**src/rtl/rgb_timing_gen.sv**
```systemverilog
// Video timing generator with a registered RGB pixel source.
// Optional colour bars are enabled with `define RGB_TIMING_GEN_BARS_EN; the default build emits an h/v ramp.
module rgb_timing_gen #(
  parameter int H_ACTIVE  = 640,
  parameter int H_FP      = 16,
  parameter int H_SYNC    = 96,
  parameter int H_BP      = 48,
  parameter int V_ACTIVE  = 480,
  parameter int V_FP      = 10,
  parameter int V_SYNC    = 2,
  parameter int V_BP      = 33,
  parameter bit HSYNC_POL = 1'b0,
  parameter bit VSYNC_POL = 1'b0
) (
  input  logic       clk,
  input  logic       reset,
  input  logic       enable,
  output logic       rgb_out_vsync,
  output logic       rgb_out_hsync,
  output logic       rgb_out_de,
  output logic [7:0] rgb_out_data_r,
  output logic [7:0] rgb_out_data_g,
  output logic [7:0] rgb_out_data_b,
  output logic       frame_start
);

  localparam int H_TOTAL = H_ACTIVE + H_FP + H_SYNC + H_BP;
  localparam int V_TOTAL = V_ACTIVE + V_FP + V_SYNC + V_BP;

  localparam logic [11:0] H_LAST     = 12'(H_TOTAL - 1);
  localparam logic [11:0] V_LAST     = 12'(V_TOTAL - 1);
  localparam logic [11:0] H_ACT_END  = 12'(H_ACTIVE);
  localparam logic [11:0] V_ACT_END  = 12'(V_ACTIVE);
  localparam logic [11:0] HS_START   = 12'(H_ACTIVE + H_FP);
  localparam logic [11:0] HS_END     = 12'(H_ACTIVE + H_FP + H_SYNC);
  localparam logic [11:0] VS_START   = 12'(V_ACTIVE + V_FP);
  localparam logic [11:0] VS_END     = 12'(V_ACTIVE + V_FP + V_SYNC);

  logic [11:0] h_cnt_q, h_cnt_d;
  logic [11:0] v_cnt_q, v_cnt_d;

  logic        de_q, de_d;
  logic        hsync_q, hsync_d;
  logic        vsync_q, vsync_d;
  logic        frame_start_q, frame_start_d;
  logic [7:0]  data_r_q, data_r_d;
  logic [7:0]  data_g_q, data_g_d;
  logic [7:0]  data_b_q, data_b_d;

  logic        h_wrap;
  logic        de_now;
  logic        hs_now;
  logic        vs_now;
  logic [23:0] pixel_rgb;

  assign h_wrap = (h_cnt_q == H_LAST);

  // Raster counters; the vertical counter steps only when the line wraps.
  always_comb begin
    h_cnt_d = h_cnt_q;
    v_cnt_d = v_cnt_q;
    if (enable) begin
      if (h_wrap) begin
        h_cnt_d = 12'd0;
        v_cnt_d = (v_cnt_q == V_LAST) ? 12'd0 : v_cnt_q + 12'd1;
      end else begin
        h_cnt_d = h_cnt_q + 12'd1;
      end
    end
  end

  always_ff @(posedge clk or posedge reset) begin
    if (reset) begin
      h_cnt_q <= 12'd0;
      v_cnt_q <= 12'd0;
    end else begin
      h_cnt_q <= h_cnt_d;
      v_cnt_q <= v_cnt_d;
    end
  end

`ifdef RGB_TIMING_GEN_BARS_EN
  // Bar width is H_ACTIVE/8; the last bar absorbs any remainder pixels.
  localparam int          BAR_W    = (H_ACTIVE / 8 > 0) ? H_ACTIVE / 8 : 1;
  localparam logic [11:0] BAR_LAST = 12'(BAR_W - 1);

  logic [2:0]  bar_idx_q, bar_idx_d;
  logic [11:0] bar_pix_q, bar_pix_d;

  function automatic logic [23:0] bar_colour(input logic [2:0] idx);
    case (idx)
      3'd0:    bar_colour = 24'hFFFFFF;
      3'd1:    bar_colour = 24'hFFFF00;
      3'd2:    bar_colour = 24'h00FFFF;
      3'd3:    bar_colour = 24'h00FF00;
      3'd4:    bar_colour = 24'hFF00FF;
      3'd5:    bar_colour = 24'hFF0000;
      3'd6:    bar_colour = 24'h0000FF;
      default: bar_colour = 24'h000000;
    endcase
  endfunction

  always_comb begin
    bar_idx_d = bar_idx_q;
    bar_pix_d = bar_pix_q;
    if (enable) begin
      if (h_wrap) begin
        bar_idx_d = 3'd0;
        bar_pix_d = 12'd0;
      end else if (bar_pix_q == BAR_LAST) begin
        bar_pix_d = 12'd0;
        if (bar_idx_q != 3'd7) begin
          bar_idx_d = bar_idx_q + 3'd1;
        end
      end else begin
        bar_pix_d = bar_pix_q + 12'd1;
      end
    end
  end

  always_ff @(posedge clk or posedge reset) begin
    if (reset) begin
      bar_idx_q <= 3'd0;
      bar_pix_q <= 12'd0;
    end else begin
      bar_idx_q <= bar_idx_d;
      bar_pix_q <= bar_pix_d;
    end
  end

  assign pixel_rgb = bar_colour(bar_idx_q);
`else
  assign pixel_rgb = {h_cnt_q[7:0], v_cnt_q[7:0], 8'h00};
`endif

  assign de_now = (h_cnt_q < H_ACT_END) && (v_cnt_q < V_ACT_END);
  assign hs_now = (h_cnt_q >= HS_START) && (h_cnt_q < HS_END);
  assign vs_now = (v_cnt_q >= VS_START) && (v_cnt_q < VS_END);

  // Outputs decode this cycle's position; a frozen generator shows a blank, sync-idle raster.
  always_comb begin
    de_d          = 1'b0;
    frame_start_d = 1'b0;
    hsync_d       = ~HSYNC_POL;
    vsync_d       = ~VSYNC_POL;
    data_r_d      = 8'h00;
    data_g_d      = 8'h00;
    data_b_d      = 8'h00;
    if (enable) begin
      de_d          = de_now;
      frame_start_d = (h_cnt_q == 12'd0) && (v_cnt_q == 12'd0);
      hsync_d       = hs_now ? HSYNC_POL : ~HSYNC_POL;
      vsync_d       = vs_now ? VSYNC_POL : ~VSYNC_POL;
      if (de_now) begin
        data_r_d = pixel_rgb[23:16];
        data_g_d = pixel_rgb[15:8];
        data_b_d = pixel_rgb[7:0];
      end
    end
  end

  always_ff @(posedge clk or posedge reset) begin
    if (reset) begin
      de_q          <= 1'b0;
      frame_start_q <= 1'b0;
      hsync_q       <= ~HSYNC_POL;
      vsync_q       <= ~VSYNC_POL;
      data_r_q      <= 8'h00;
      data_g_q      <= 8'h00;
      data_b_q      <= 8'h00;
    end else begin
      de_q          <= de_d;
      frame_start_q <= frame_start_d;
      hsync_q       <= hsync_d;
      vsync_q       <= vsync_d;
      data_r_q      <= data_r_d;
      data_g_q      <= data_g_d;
      data_b_q      <= data_b_d;
    end
  end

  assign rgb_out_de     = de_q;
  assign rgb_out_hsync  = hsync_q;
  assign rgb_out_vsync  = vsync_q;
  assign frame_start    = frame_start_q;
  assign rgb_out_data_r = data_r_q;
  assign rgb_out_data_g = data_g_q;
  assign rgb_out_data_b = data_b_q;

endmodule

```
**config.mk**
```make
export PLATFORM = sky130hd
export DESIGN_NAME = rgb_timing_gen
export DESIGN_NICKNAME = d
export VERILOG_FILES = /design/src/rtl/rgb_timing_gen.sv
export SDC_FILE = /design/constraint.sdc
export NUM_CORES = 1
export LEC_CHECK = 0
export BUFFER_PORTS_ARGS = -buffer_cell sky130_fd_sc_hd__buf_2
export CAP_MARGIN = 20
export CORE_MARGIN = 2
export CORE_UTILIZATION = 50
export DETAILED_ROUTE_END_ITERATION = 12
export GPL_ROUTABILITY_DRIVEN = 0
export GPL_TIMING_DRIVEN = 0
export HOLD_SLACK_MARGIN = 0.02
export PLACE_DENSITY_LB_ADDON = 0.25
export SYNTH_ARGS = -nofsm -noshare
export SYNTH_HDL_FRONTEND = slang
export SYNTH_SLANG_ARGS = --single-unit
```
**constraint.sdc**
```tcl
create_clock -name clk -period 1.7 [get_ports clk]
set_clock_uncertainty 0.1 [all_clocks]
set_input_delay 0.255 -clock clk [delete_from_list [all_inputs] [get_ports clk]]
set_output_delay 0.255 -clock clk [all_outputs]
set_load 0.005 [all_outputs]
```
==> run_results.csv <==
group,metric,value,unit
synth,synth_top_area_share,51.03,%
timing,tightestPinTransition,0.8921,ns
timing,final-hold-violation-count,0,
floorplan,die_h,68.18,um
pwr,power_density,1033,mW/mm^2
route,via_count,1551,
critical_path,timing.rr.end,"v_cnt_q[9]$_DFFE_PP0P_",
synth,ys_top_cells_by_count,"dfrtp_1, and2_1, nand2_1",
clock_network,clk_latency,0.29,ns
critical_path,crit_slowest_cell,"dfrtp_1",
grt,antenna_found_initial,0,
synth,yosysMostFrequentCell,"dfrtp_1",
synth,yosysTopAreaCell,"dfrtp_1",
placed_design,place_ws,-0.1008,ns
grt,gr-total-overflow,0,
timing,setup_viol,0,
timing,max_slew_margin,40.44,%
finish,nNetsFinal,252,
grt,grt_first_pass_wirelength,6085,um
clock_network,cts_made_buffers,5,
clock_network,clk_pin_slew,0.08,ns
critical_path,cp_top_family,"simple AND/OR/NAND/NOR gates",
critical_path,worstSetupEndpointType,"flip-flop",
synth,yosys-top-cells-area,"dfrtp_1, and2_1, xnor2_1",
grt,grt_max_degree,45,
synth,synthCells,185,
placed_design,dp_hpwl,2503,um
clock_network,clkSinkCount,44,
floorplan,initial_core_util,51.86,%
critical_path,reg2reg_slack,0.02,ns
pwr,p_leak,0.001324,uW
floorplan,pin_count,31,
critical_path,worstPathRequired,1.76,ns
clock_network,root_buffer,"clkbuf_8",
critical_path,cp_max_fo,6,
route,avgViaCountPerCell,5.258,
synth,synthFlopType,"dfrtp_1",
route,first_pass_iters,4,
clock_network,cts_tree,"built",
critical_path,path_buf_inv,2,
critical_path,crit_type,"flip-flop to flip-flop",
grt,grt_pass1_vias,1264,
floorplan,placement_rows,23,
clock_network,htree_levels,2,
synth,syn_area,0.002059,mm^2
synth,ys_types,40,
finish,n_antenna_cell,0,
synth,synthArstFlopShare,100.0,%
min_path,hp-class,"input pin to async pin",
synth,ys_seq_area_share,53.58,%
pwr,ir_drop,644.3,uV
critical_path,r2r_cells,7,
floorplan,core,0.003971,mm^2
timing,finalMaxSlewViolations,0,
timing,fin_crit,1.682,ns
status,run_status,"complete, no violations",
route,drt-total-wl,4296,um
run,max-cap-violations,0,
route,avgRoutedWirePerCell,14.56,um
floorplan,fp.dieW,68.18,um
timing,fin_ws,0.01765,ns
critical_path,start_kind,"flip-flop",
critical_path,cp_slowest_stage_delay,0.38,ns
finish,area_growth,30.98,%
synth,ys_ff_latch,44,
finish,utilization,67.93,%
synth,avgSynthCellArea,11.13,um^2
placed_design,numPortBuffers,22,
timing,rsz0062_at_grt,"yes",
synth,synth-edff-count,0,
critical_path,cp_cell_sequence,"ha_1 -> and3_1 -> buf_6 -> and4_4 -> buf_8 -> a21oi_1 -> a31oi_1",
critical_path,crit_arrival,1.75,ns
synth,yosys_warnings,0,
grt,grt_usage,18.13,%
route,drt_first_iter_violations,132,
timing,fin_crit_sh,98.96,%
finish,drive_above_1_share,38.37,%
clock_network,max-clock-path-buffers,2,
timing,fmax,594.4,MHz
route,ant_nets,0,
route,drc,0,
finish,nFillCells,288,
critical_path,rr_startpoint,"h_cnt_q[0]$_DFFE_PP0P_",
floorplan,die_area,0.004649,mm^2
-- cell type report --
| class | count | area, um^2 | area share, % |
|---|---|---|---|
| Multi-Input combinational cell | 128 | 935.9 | 34.69 |
| Tap cell | 50 | 62.56 | 2.319 |
| Clock inverter | 2 | 60.06 | 2.226 |
| Clock buffer | 5 | 68.82 | 2.551 |
| Sequential cell | 44 | 1107 | 41.05 |
| Timing Repair Buffer | 46 | 307.8 | 11.41 |
| Buffer | 15 | 136.4 | 5.056 |
| Inverter | 5 | 18.77 | 0.6957 |
-- metrics by stage --
step           instances  setup TNS (ns)  area [um^2]  hold WS, ns  total power, uW
6_report             295               0         2698      0.04700             2786
5_1_grt              295         -0.2842         2698       0.1214             2944
4_1_cts              274               0         2421      0.07355             2652
3_5_place_dp         264         -0.5319         2258       0.3947             1717
3_3_place_gp         264          -8.573         2258       0.4003             1707
2_1_floorplan        192               0         2086       0.3050             1591
-- cell usage in the layout, fill, tap and decap left out, drive strengths merged, types with 6 or more instances in the layout --
cell     n
and2    14
buf     60
nand2   11
xnor2    9
nor4     6
nand4   10
nand3    8
dfrtp   42
clkbuf   6
o21ai    9
nor2     7
conb     8
nor3     7
-- where the power goes --
group	switching, uW	internal (uW)	total (uW)	leakage, uW
logic	278	323	601	0.000684
registers	103	1170	1270	0.000576
clock network	337	578	915	0.0000642
-- repair_timing --
item                                    4_1_cts  5_1_grt
hold buffers                                  0        0
gates cloned                                  0        2
resized for setup                             2       25
endpoints found under the setup margin       12       17
buffers inserted                              3       20
hold endpoints to repair                      0        0
pin swaps                                     1        7
-- flip-flops by register name, summed over array words and instances (netlist names) --
signal	cells
frame_start	1
h_cnt_q	12
rgb_out_data_g	8
rgb_out_data_r	8
rgb_out_de	1
rgb_out_hsync	1
rgb_out_vsync	1
v_cnt_q	12
-- cell families after synthesis --
family / Yosys count / synth area share (%)
AOI/OAI and AO/OA: 19 / 5.468
xor gates and xnor gates: 13 / 5.529
adders and majority gates: 4 / 2.430
buffers and inverters: 21 / 7.047
DFF: 44 / 53.58
muxes: 1 / 0.4860
other: 1 / 0.1821
and+or+nand+nor: 82 / 25.27
-- worst max-delay path by stage --
stage	startpoint	endpoint	slack (ns)	depth (start not counted)
4_1_cts	v_cnt_q[5]$_DFFE_PP0P_	v_cnt_q[3]$_DFFE_PP0P_	0.004	5
3_3_place_gp	reset	v_cnt_q[1]$_DFFE_PP0P_	-0.19	2
2_1_floorplan	h_cnt_q[0]$_DFFE_PP0P_	v_cnt_q[9]$_DFFE_PP0P_	0.12	7
5_1_grt	h_cnt_q[7]$_DFFE_PP0P_	v_cnt_q[5]$_DFFE_PP0P_	-0.08	6
3_5_place_dp	v_cnt_q[5]$_DFFE_PP0P_	v_cnt_q[3]$_DFFE_PP0P_	-0.10	4
6_report	h_cnt_q[0]$_DFFE_PP0P_	v_cnt_q[9]$_DFFE_PP0P_	0.02	7
-- per-layer routing --
layer / wire length, um / GRT usage [%] / share of wire, % / vias to the layer above
met2: 1988 / 26.58 / 46 / 57
li1: - / - / - / 763
met3: 271 / 5.263 / 6.3 / 13
met4: 118 / 6.750 / 2.7 / 0
met5: 0 / 0 / 0 / -
met1: 1918 / 25.48 / 45 / 718
Power figures use the tool's default switching activity.
